--- src/rtl/serial_subtractor_if.sv ---
`default_nettype none
// ============================================================================
//  Module   : serial_subtractor_if
//  Purpose  : Operand/result handshake bundle for the serial subtractor.
//             The master side presents operands and consumes results; the
//             slave side is the subtractor itself.
//  Revision : 1.0  initial release
// ============================================================================
interface serial_subtractor_if #(
  parameter int WIDTH = 8
);

  // Operand channel
  logic             in_valid;
  logic             in_ready;
  logic [WIDTH-1:0] a;
  logic [WIDTH-1:0] b;

  // Result channel
  logic             out_valid;
  logic             out_ready;
  logic [WIDTH-1:0] diff;
  logic             borrow_out;
  logic             overflow;
  logic             zero;

  // Producer of operands / consumer of results
  modport master (
    output in_valid,
    input  in_ready,
    output a,
    output b,
    input  out_valid,
    output out_ready,
    input  diff,
    input  borrow_out,
    input  overflow,
    input  zero
  );

  // The subtractor
  modport slave (
    input  in_valid,
    output in_ready,
    input  a,
    input  b,
    output out_valid,
    input  out_ready,
    output diff,
    output borrow_out,
    output overflow,
    output zero
  );

endinterface
`default_nettype wire

--- src/rtl/serial_subtractor.sv ---
`default_nettype none
// ============================================================================
//  Module   : serial_subtractor
//  Purpose  : Bit-serial unsigned/two's-complement subtractor. Operands are
//             latched on acceptance, one difference bit is produced per cycle
//             LSB first, and the result is held until the consumer takes it.
//             Flags: borrow (unsigned a < b), signed overflow, zero.
//  Revision : 1.0  initial release
// ============================================================================
module serial_subtractor #(
  parameter int WIDTH = 8            // operand/result width, 2..32
) (
  input  logic               clk,
  input  logic               rst_n,  // synchronous, active low
  serial_subtractor_if.slave bus
);

  // Counter holds 0..WIDTH, so it never wraps inside RUN
  localparam int               CNT_W    = $clog2(WIDTH + 1);
  localparam logic [CNT_W-1:0] LAST_BIT = CNT_W'(WIDTH - 1);
  localparam logic [CNT_W-1:0] CNT_ONE  = CNT_W'(1);

  typedef enum logic [1:0] {
    S_IDLE = 2'd0,
    S_RUN  = 2'd1,
    S_DONE = 2'd2
  } state_t;

  state_t           state_q;
  logic [WIDTH-1:0] a_q;          // minuend shift register
  logic [WIDTH-1:0] b_q;          // subtrahend shift register
  logic [WIDTH-1:0] res_q;        // result, filled from the MSB side
  logic             bor_q;        // running borrow
  logic [CNT_W-1:0] cnt_q;        // bits processed so far
  logic             a_msb_q;      // original operand sign bits, kept for
  logic             b_msb_q;      // the overflow decision at the end
  logic             in_ready_q;
  logic             out_valid_q;
  logic             overflow_q;
  logic             zero_q;

  logic             diff_bit_d;
  logic             bor_d;
  logic [WIDTH-1:0] res_d;
  logic             overflow_d;
  logic             zero_d;

  // One full-subtractor stage on the current LSBs, plus the flags the
  // final result would produce if this were the last bit.
  always_comb begin
    diff_bit_d = a_q[0] ^ b_q[0] ^ bor_q;
    bor_d      = (~a_q[0] & b_q[0]) | (~(a_q[0] ^ b_q[0]) & bor_q);
    res_d      = {diff_bit_d, res_q[WIDTH-1:1]};
    overflow_d = (a_msb_q != b_msb_q) && (res_d[WIDTH-1] != a_msb_q);
    zero_d     = (res_d == '0);
  end

  // Control FSM and datapath registers; all outputs come from flops.
  always_ff @(posedge clk) begin
    if (!rst_n) begin
      state_q     <= S_IDLE;
      a_q         <= '0;
      b_q         <= '0;
      res_q       <= '0;
      bor_q       <= 1'b0;
      cnt_q       <= '0;
      a_msb_q     <= 1'b0;
      b_msb_q     <= 1'b0;
      in_ready_q  <= 1'b1;
      out_valid_q <= 1'b0;
      overflow_q  <= 1'b0;
      zero_q      <= 1'b0;
    end else begin
      case (state_q)
        S_IDLE: begin
          if (bus.in_valid) begin
            a_q        <= bus.a;
            b_q        <= bus.b;
            a_msb_q    <= bus.a[WIDTH-1];
            b_msb_q    <= bus.b[WIDTH-1];
            res_q      <= '0;
            bor_q      <= 1'b0;
            cnt_q      <= '0;
            in_ready_q <= 1'b0;
            state_q    <= S_RUN;
          end
        end

        S_RUN: begin
          res_q <= res_d;
          bor_q <= bor_d;
          a_q   <= a_q >> 1;
          b_q   <= b_q >> 1;
          cnt_q <= cnt_q + CNT_ONE;
          if (cnt_q == LAST_BIT) begin
            overflow_q  <= overflow_d;
            zero_q      <= zero_d;
            out_valid_q <= 1'b1;
            state_q     <= S_DONE;
          end
        end

        S_DONE: begin
          // Result stays frozen until the consumer takes it; no accept
          // happens on the same edge, so the next operand waits for IDLE.
          if (bus.out_ready) begin
            overflow_q  <= 1'b0;
            zero_q      <= 1'b0;
            out_valid_q <= 1'b0;
            in_ready_q  <= 1'b1;
            state_q     <= S_IDLE;
          end
        end

        default: begin
          out_valid_q <= 1'b0;
          in_ready_q  <= 1'b1;
          state_q     <= S_IDLE;
        end
      endcase
    end
  end

  // Result fields read zero whenever no result is being offered.
  assign bus.in_ready   = in_ready_q;
  assign bus.out_valid  = out_valid_q;
  assign bus.diff       = out_valid_q ? res_q : '0;
  assign bus.borrow_out = out_valid_q & bor_q;
  assign bus.overflow   = overflow_q;
  assign bus.zero       = zero_q;

endmodule
`default_nettype wire

--- src/flat_wrapper.sv ---
// flat-port wrapper written by rule: the top's interface ports become plain ports
module serial_subtractor_flat 
#(
  parameter int WIDTH = 8                                          
)
  (clk, rst_n, bus_in_valid, bus_in_ready, bus_a, bus_b, bus_out_valid, bus_out_ready, bus_diff, bus_borrow_out, bus_overflow, bus_zero);
  serial_subtractor_if #(.WIDTH(WIDTH)) bus_i ();
  input  logic clk;
  input  logic rst_n;
  input wire logic [$bits(bus_i.in_valid)-1:0] bus_in_valid;
  output wire logic [$bits(bus_i.in_ready)-1:0] bus_in_ready;
  input wire logic [$bits(bus_i.a)-1:0] bus_a;
  input wire logic [$bits(bus_i.b)-1:0] bus_b;
  output wire logic [$bits(bus_i.out_valid)-1:0] bus_out_valid;
  input wire logic [$bits(bus_i.out_ready)-1:0] bus_out_ready;
  output wire logic [$bits(bus_i.diff)-1:0] bus_diff;
  output wire logic [$bits(bus_i.borrow_out)-1:0] bus_borrow_out;
  output wire logic [$bits(bus_i.overflow)-1:0] bus_overflow;
  output wire logic [$bits(bus_i.zero)-1:0] bus_zero;
  assign bus_i.in_valid = bus_in_valid;
  assign bus_in_ready = bus_i.in_ready;
  assign bus_i.a = bus_a;
  assign bus_i.b = bus_b;
  assign bus_out_valid = bus_i.out_valid;
  assign bus_i.out_ready = bus_out_ready;
  assign bus_diff = bus_i.diff;
  assign bus_borrow_out = bus_i.borrow_out;
  assign bus_overflow = bus_i.overflow;
  assign bus_zero = bus_i.zero;
  serial_subtractor #(.WIDTH(WIDTH)) u_core (.clk(clk), .rst_n(rst_n), .bus(bus_i));
endmodule
--- config.mk ---
export PLATFORM = sky130hd
export DESIGN_NAME = serial_subtractor_flat
export DESIGN_NICKNAME = d
export VERILOG_FILES = /design/src/rtl/serial_subtractor_if.sv /design/src/rtl/serial_subtractor.sv /design/src/flat_wrapper.sv
export SDC_FILE = /design/constraint.sdc
export NUM_CORES = 1
export LEC_CHECK = 0
export CAP_MARGIN = 40
export CORE_MARGIN = 5
export CORE_UTILIZATION = 41
export DETAILED_ROUTE_END_ITERATION = 8
export PLACE_DENSITY_LB_ADDON = 0.15
export SLEW_MARGIN = 20
export SYNTH_ARGS = -nofsm -noshare
export SYNTH_HDL_FRONTEND = slang
export SYNTH_SLANG_ARGS = --single-unit
--- constraint.sdc ---
create_clock -name clk -period 1.7 [get_ports clk]
set_clock_uncertainty 0.05 [all_clocks]
set_input_delay 0.255 -clock clk [delete_from_list [all_inputs] [get_ports clk]]
set_output_delay 0.255 -clock clk [all_outputs]
set_load 0.05 [all_outputs]
# Word level (Yosys, flattened, before mapping)
# Cells that the tools add are included.
dict set report word_totals {
  register_bits 37
  wordCells 66
}
dict set report classes {
  n_addsub 1
  n_eq_ne 8
  muxes 24
  bitwise_logic 10
  n_reduce_logical 11
}
# operator count
set ops {}
lappend ops {{8-bit case mux with 2 select lines} 3}
lappend ops {{8-bit 2-to-1 mux} 4}
lappend ops {{3-bit AND reduction} 4}
lappend ops {{8-bit zero test} 1}
lappend ops {{4-bit case mux with 2 select lines} 1}
lappend ops {{1-bit 2-to-1 mux} 6}
lappend ops {{2-bit 2-to-1 mux} 3}
lappend ops {{1-bit case mux with 2 select lines} 3}
lappend ops {{1-bit case mux with 3 select lines} 2}
lappend ops {{2-bit case mux with 3 select lines} 1}
lappend ops {{4-bit by 1-bit adder with 4-bit output, second input constant} 1}
lappend ops {{4-bit by 3-bit equality test with 1-bit output, second input constant} 1}
lappend ops {{4-bit 2-to-1 mux} 1}
lappend ops {{2-bit != test, second input constant} 2}
lappend ops {{1-bit NOT} 4}
lappend ops {{2-bit AND reduction} 2}
lappend ops {{2-bit nonzero test} 2}
lappend ops {{1-bit AND} 3}
lappend ops {{2-bit by 1-bit equality test with 1-bit output, second input constant} 1}
lappend ops {{2-bit equality test, second input constant} 1}
lappend ops {{2-bit zero test} 1}
lappend ops {{1-bit != test} 2}
lappend ops {{2-bit by 1-bit != test with 1-bit output, second input constant} 1}
lappend ops {{1-bit bitwise XOR} 2}
lappend ops {{2 further kinds} 2}

# Longest topological paths before layout
# Gate-level depths: netlist (run 1).
dict set report depth {
  depth_word 6
  depth_mapped 6
}

# Worst setup path before layout (run 1)
# No wires, ideal clock.
dict set report synth_path {
  path_type {reg-to-output}
  startpoint {register u_core.out_valid_q, in the netlist u_core.bus.out_valid}
  endpoint {output port bus_borrow_out}
  arrival_ns 1.218
  t_required_ns 1.395
  path_slack_ns 0.177
  stages_incl_launch_ff 2
  cell_sequence {dfxtp_1 and2_1}
}
dict set report synth_between {
  elab_chain_len 1
}
# item line_no
set synth_rtl {}
lappend synth_rtl {{from (decl)} serial_subtractor.sv:38} ;# logic out_valid_q;
lappend synth_rtl {{from (signal assigned)} serial_subtractor.sv:70} ;# out_valid_q <= 1'b0;
lappend synth_rtl {{from (signal assigned)} serial_subtractor.sv:98} ;# out_valid_q <= 1'b1;
lappend synth_rtl {{from (signal assigned)} serial_subtractor.sv:109} ;# out_valid_q <= 1'b0;
lappend synth_rtl {{1-bit AND} serial_subtractor.sv:128} ;# assign bus.borrow_out = out_valid_q & bor_q;
lappend synth_rtl {{to (decl)} flat_wrapper.sv:17} ;# output wire logic [$bits(bus_i.borrow_out)-1:0] bus_borrow_out;
# Every way passes these cells.

# Worst setup path after layout (run 1)
dict set report layout_path {
  startpoint {register u_core.a_q[0]}
  endpoint {register u_core.overflow_q, in the netlist u_core.bus.overflow}
}
dict set report layout_between {
  elab_chain_len 6
}
# item line_no
set layout_rtl {}
lappend layout_rtl {{from (decl)} serial_subtractor.sv:30} ;# logic [WIDTH-1:0] a_q;
lappend layout_rtl {{from (signal assigned)} serial_subtractor.sv:77} ;# a_q <= bus.a;
lappend layout_rtl {{from (signal assigned)} serial_subtractor.sv:92} ;# a_q <= a_q >> 1;
lappend layout_rtl {{1-bit bitwise XOR (2 in series)} serial_subtractor.sv:51} ;# diff_bit_d = a_q[0] ^ b_q[0] ^ bor_q;
lappend layout_rtl {{1-bit != test} serial_subtractor.sv:54} ;# overflow_d = (a_msb_q != b_msb_q) && (res_d[WIDTH-1] != a_msb_q);
lappend layout_rtl {{1-bit logical AND} serial_subtractor.sv:54}
lappend layout_rtl {{1-bit 2-to-1 mux} serial_subtractor.sv:95} ;# if (cnt_q == LAST_BIT) begin
lappend layout_rtl {{1-bit case mux with 2 select lines} serial_subtractor.sv:74} ;# case (state_q)
lappend layout_rtl {{to (signal assigned)} serial_subtractor.sv:96} ;# overflow_q <= overflow_d;
lappend layout_rtl {{to (decl)} serial_subtractor.sv:39} ;# logic overflow_q;
# Every way passes these cells. The select of a mux whose other input is x is not followed.
# A chain may end at the register's enable or synchronous reset.

==> metrics.md, run 1 <==
| Metric | Value |
|---|---|
| Status | finished clean |
| Number of global-route vias before repair | 1458 |
| CTS Hold Bufs | 0 |
| Nets | 242 |
| Pwr/cell area | 814 nW/um^2 |
| Antenna violations before repair | 0 |
| DP Area | 2180 um^2 |
| Initial core utilization | 42.4% |
| GP Congestion | 0.793 |
| Iteration-0 DRC Markers | 52 |
| Die area | 5550 um^2 |
| Reg power frac | 50.6% |
| Tmin final | 1.62 ns |
| Final Max Tran Viols | 0 |
| Slew HR | 73.6% |
| Vias | 1451 |
| Total CTS buffers | 5 |
| Antenna diodes | 0 |
| Total core area | 4030 um^2 |
| GRT Resource Usage Total | 14.9% |
| Yosys warning count | 0 |
| FP Rows | 23 |
| Syn Nets | 205 |
| First-pass GRT wire length | 6380 um |
| Peak Freq | 619 MHz |
| Setup violations, final | 0 |
| Worst Setup End Kind | register |
| Clk network pwr share | 35.9% |
| Hold WC Path Type | register to register |
| H-tree depth | 2 |
| Maxcap violations | 0 |
| Drt total wl | 3860 um |
| # IOs | 33 |
| CP max stage cell | fa_2 |
| Final instance area | 2290 um^2 |
| Max Fanout on Critical Path | 4 |
| Synth async-reset ratio | 0% |
| Worst endpoint required time | 1.83 ns |
| Max layer used | met4 |
| Largest family of logic cells by synthesized area | compound AO/OA/AOI/OAI gates |
| Post-Syn Instances | 183 |
| Mean post-synth cell area | 9.33 um^2 |
| Startpoint type of the worst setup path | register |
| Reg clk slew, reported paths | 0.07 ns |
| DP Wirelength | 2820 um |
| Switching share of total power | 24.6% |
| Mux cell area share after synthesis | 1.76% |
| Post-synthesis cell type count | 39 |
| IO buf count | 32 |
| Later-pin clock latency in the skew report | 0.28 ns |
| VDD IR max | 0.325 mV |
| Number of flops mapped to enable cells by yosys | 0 |
| Buffer count from post-CTS setup fixing | 0 |
| Synthesis-stage register bit count | 37 |
| Critical path class | register to register |
| Worst slew pin tran | 0.396 ns |
| Net switching power | 0.459 mW |
| Wirelength per Cell | 14.2 um |
| Routed length on met2 | 1960 um |
| Antenna Nets Post-Route | 0 |
| RSZ-0062 raised after global routing | false |
| Largest net degree at the start of global routing | 22 |
| Via density | 5.35 |
| Compound-gate portion of the synthesized area | 26.2% |
| Critical path's largest stage delay | 0.56 ns |
| P&R area growth vs syn | 34.2% |
| Hold WS | 0.402 ns |
| Internal power component | 1.41 mW |
| CTS Buffer Depth | 2 |
| Share of cells above drive strength 1 | 19.5% |
| Commonest non-fill, non-tap cell in the layout | dfxtp_1 |
| Synth Area in XOR/XNOR | 0% |
| DRC Markers | 0 |
| Combinational power share | 13.5% |
| Crit-path cells | inv_1 > fa_2 > nand2b_1 > o22ai_1 > o311a_1 |
| Die X | 74.5 um |
| Metal3 WL | 192 um |
| Main synth FF type | dfxtp_1 |
| Leak Pwr | 0.852 nW |
| Synth Area in Adders | 1.91% |
| CTS tree | built |
| CTS sink cnt | 37 |
| WL met1 | 1650 um |
| Final Hold Fails | 0 |
| Syn Std Cell Area | 1710 um^2 |
| GR Overflow Total | 0 |
| Die H | 74.5 um |
| Register area share after synthesis | 43.4% |
| First-pass DRT Iterations | 4 |
| Root Buffer | clkbuf_8 |
| Simple-Gate Fraction of Synth Area | 19.1% |
| Arr. time, crit path | 1.74 ns |
| Most frequent cells in the layout | dfxtp_1 (37), nand2_1 (20), clkdlybuf4s50_1 (19), a21boi_0 (16), buf_4 (14) |
| Final period util | 95.0% |
## critical path: cells and delay by family, from the launching register on
family / cells / cell delay [ns]
compound gates: 2 / 0.38
fa+ha+maj: 1 / 0.56
buf+inv: 1 / 0.06
flops: 1 / 0.34
simple gates: 1 / 0.11
## synthesized netlist by cell type, drive strengths merged, types with 3 or more instances
cell type / n / share of area, %
dfxtp: 37 / 43
o21ai: 3 / 0.88
nand2b: 4 / 1.5
mux2i: 3 / 1.8
inv: 12 / 2.6
clkbuf: 3 / 0.66
o221ai: 11 / 8.6
and2: 11 / 4.0
a21boi: 17 / 7.5
nand3: 10 / 2.9
nor2b: 3 / 1.1
a21oi: 11 / 3.2
nand2: 20 / 4.4
a22oi: 3 / 1.3
buf: 10 / 4.3
## registers in the layout (all words and copies together) (netlist names)
name / cells
u_core.a_msb_q: 1
u_core.cnt_q: 4
u_core.bus.out_valid: 1
u_core.bus.overflow: 1
u_core.res_q: 8
u_core.state_q: 2
u_core.b_msb_q: 1
u_core.b_q: 8
u_core.bus.in_ready: 1
u_core.a_q: 8
u_core.bus.zero: 1
u_core.bor_q: 1
## cells by family (layout without fill, tap and decap cells)
family | Yosys count | count (layout)
AOI/OAI and AO/OA | 55 | 55
muxes | 3 | 3
adders and majority gates | 2 | 2
buffers and inverters | 25 | 63
and+or+nand+nor | 61 | 61
DFF | 37 | 37
## metrics by stage
step	std cells	TNS (ns)	worst slack [ns]	util, %	power, mW
3_3_place_gp	263	-0.219	-0.0331	54.1	1.21
3_5_place_dp	263	-0.854	-0.0779	54.1	1.21
5_1_grt	271	0	0.00620	56.8	1.95
2_1_floorplan	183	0	0.177	-	1.12
4_1_cts	271	0	0.0527	56.6	1.88
6_report	271	0	0.0848	56.8	1.86
## per-layer routing
metal	track usage, %	vias up
li1	-	717
met1	17.0	705
met2	26.2	22
met3	4.32	7
met4	5.34	0
met5	0	-
## final timing paths
kind | startpoint | end | slack, ns | cells after the start
hold reg to reg | u_core.a_q[4]$_SDFFE_PN0P_ | u_core.a_q[4]$_SDFFE_PN0P_ | 0.40 | 2
hold / removal | u_core.a_q[4]$_SDFFE_PN0P_ | u_core.a_q[4]$_SDFFE_PN0P_ | 0.40 | 2
setup / recovery | u_core.a_q[0]$_SDFFE_PN0P_ | u_core.bus.overflow$_SDFFE_PN0P_ | 0.08 | 5
setup reg to reg | u_core.a_q[0]$_SDFFE_PN0P_ | u_core.bus.overflow$_SDFFE_PN0P_ | 0.08 | 5
## final cells by class
| type | count | area [um^2] |
|---|---|---|
| inverters | 12 | 45.0 |
| repair buffers | 43 | 495 |
| multi-input cells | 121 | 845 |
| fillers | 383 | 1740 |
| clock inverters | 1 | 5.00 |
| well taps | 50 | 62.6 |
| clock buffers | 7 | 96.3 |
| flip-flops and latches | 37 | 741 |
## power by group through the flow
| stage | logic [mW] | registers [mW] | clock network (mW) |
|---|---|---|---|
| after floorplan | 0.159 | 0.959 | 0 |
| after global placement | 0.246 | 0.960 | 0 |
| after detailed placement | 0.253 | 0.962 | 0 |
| after CTS | 0.254 | 0.942 | 0.686 |
| after global routing | 0.281 | 0.947 | 0.720 |
| final | 0.253 | 0.943 | 0.669 |
## what timing repair did
action	CTS	global route
endpoints found under the hold margin	0	0
setup endpoints to repair	0	1
resized for setup	0	2
Power figures use the tool's default switching activity.
==> inputs of run 2 (changes only) <==
Settings changed: CAP_MARGIN 40 to not set.
==> results of run 2 <==
Same layout as run 1: the final DEF is identical, and so are final timing and power.
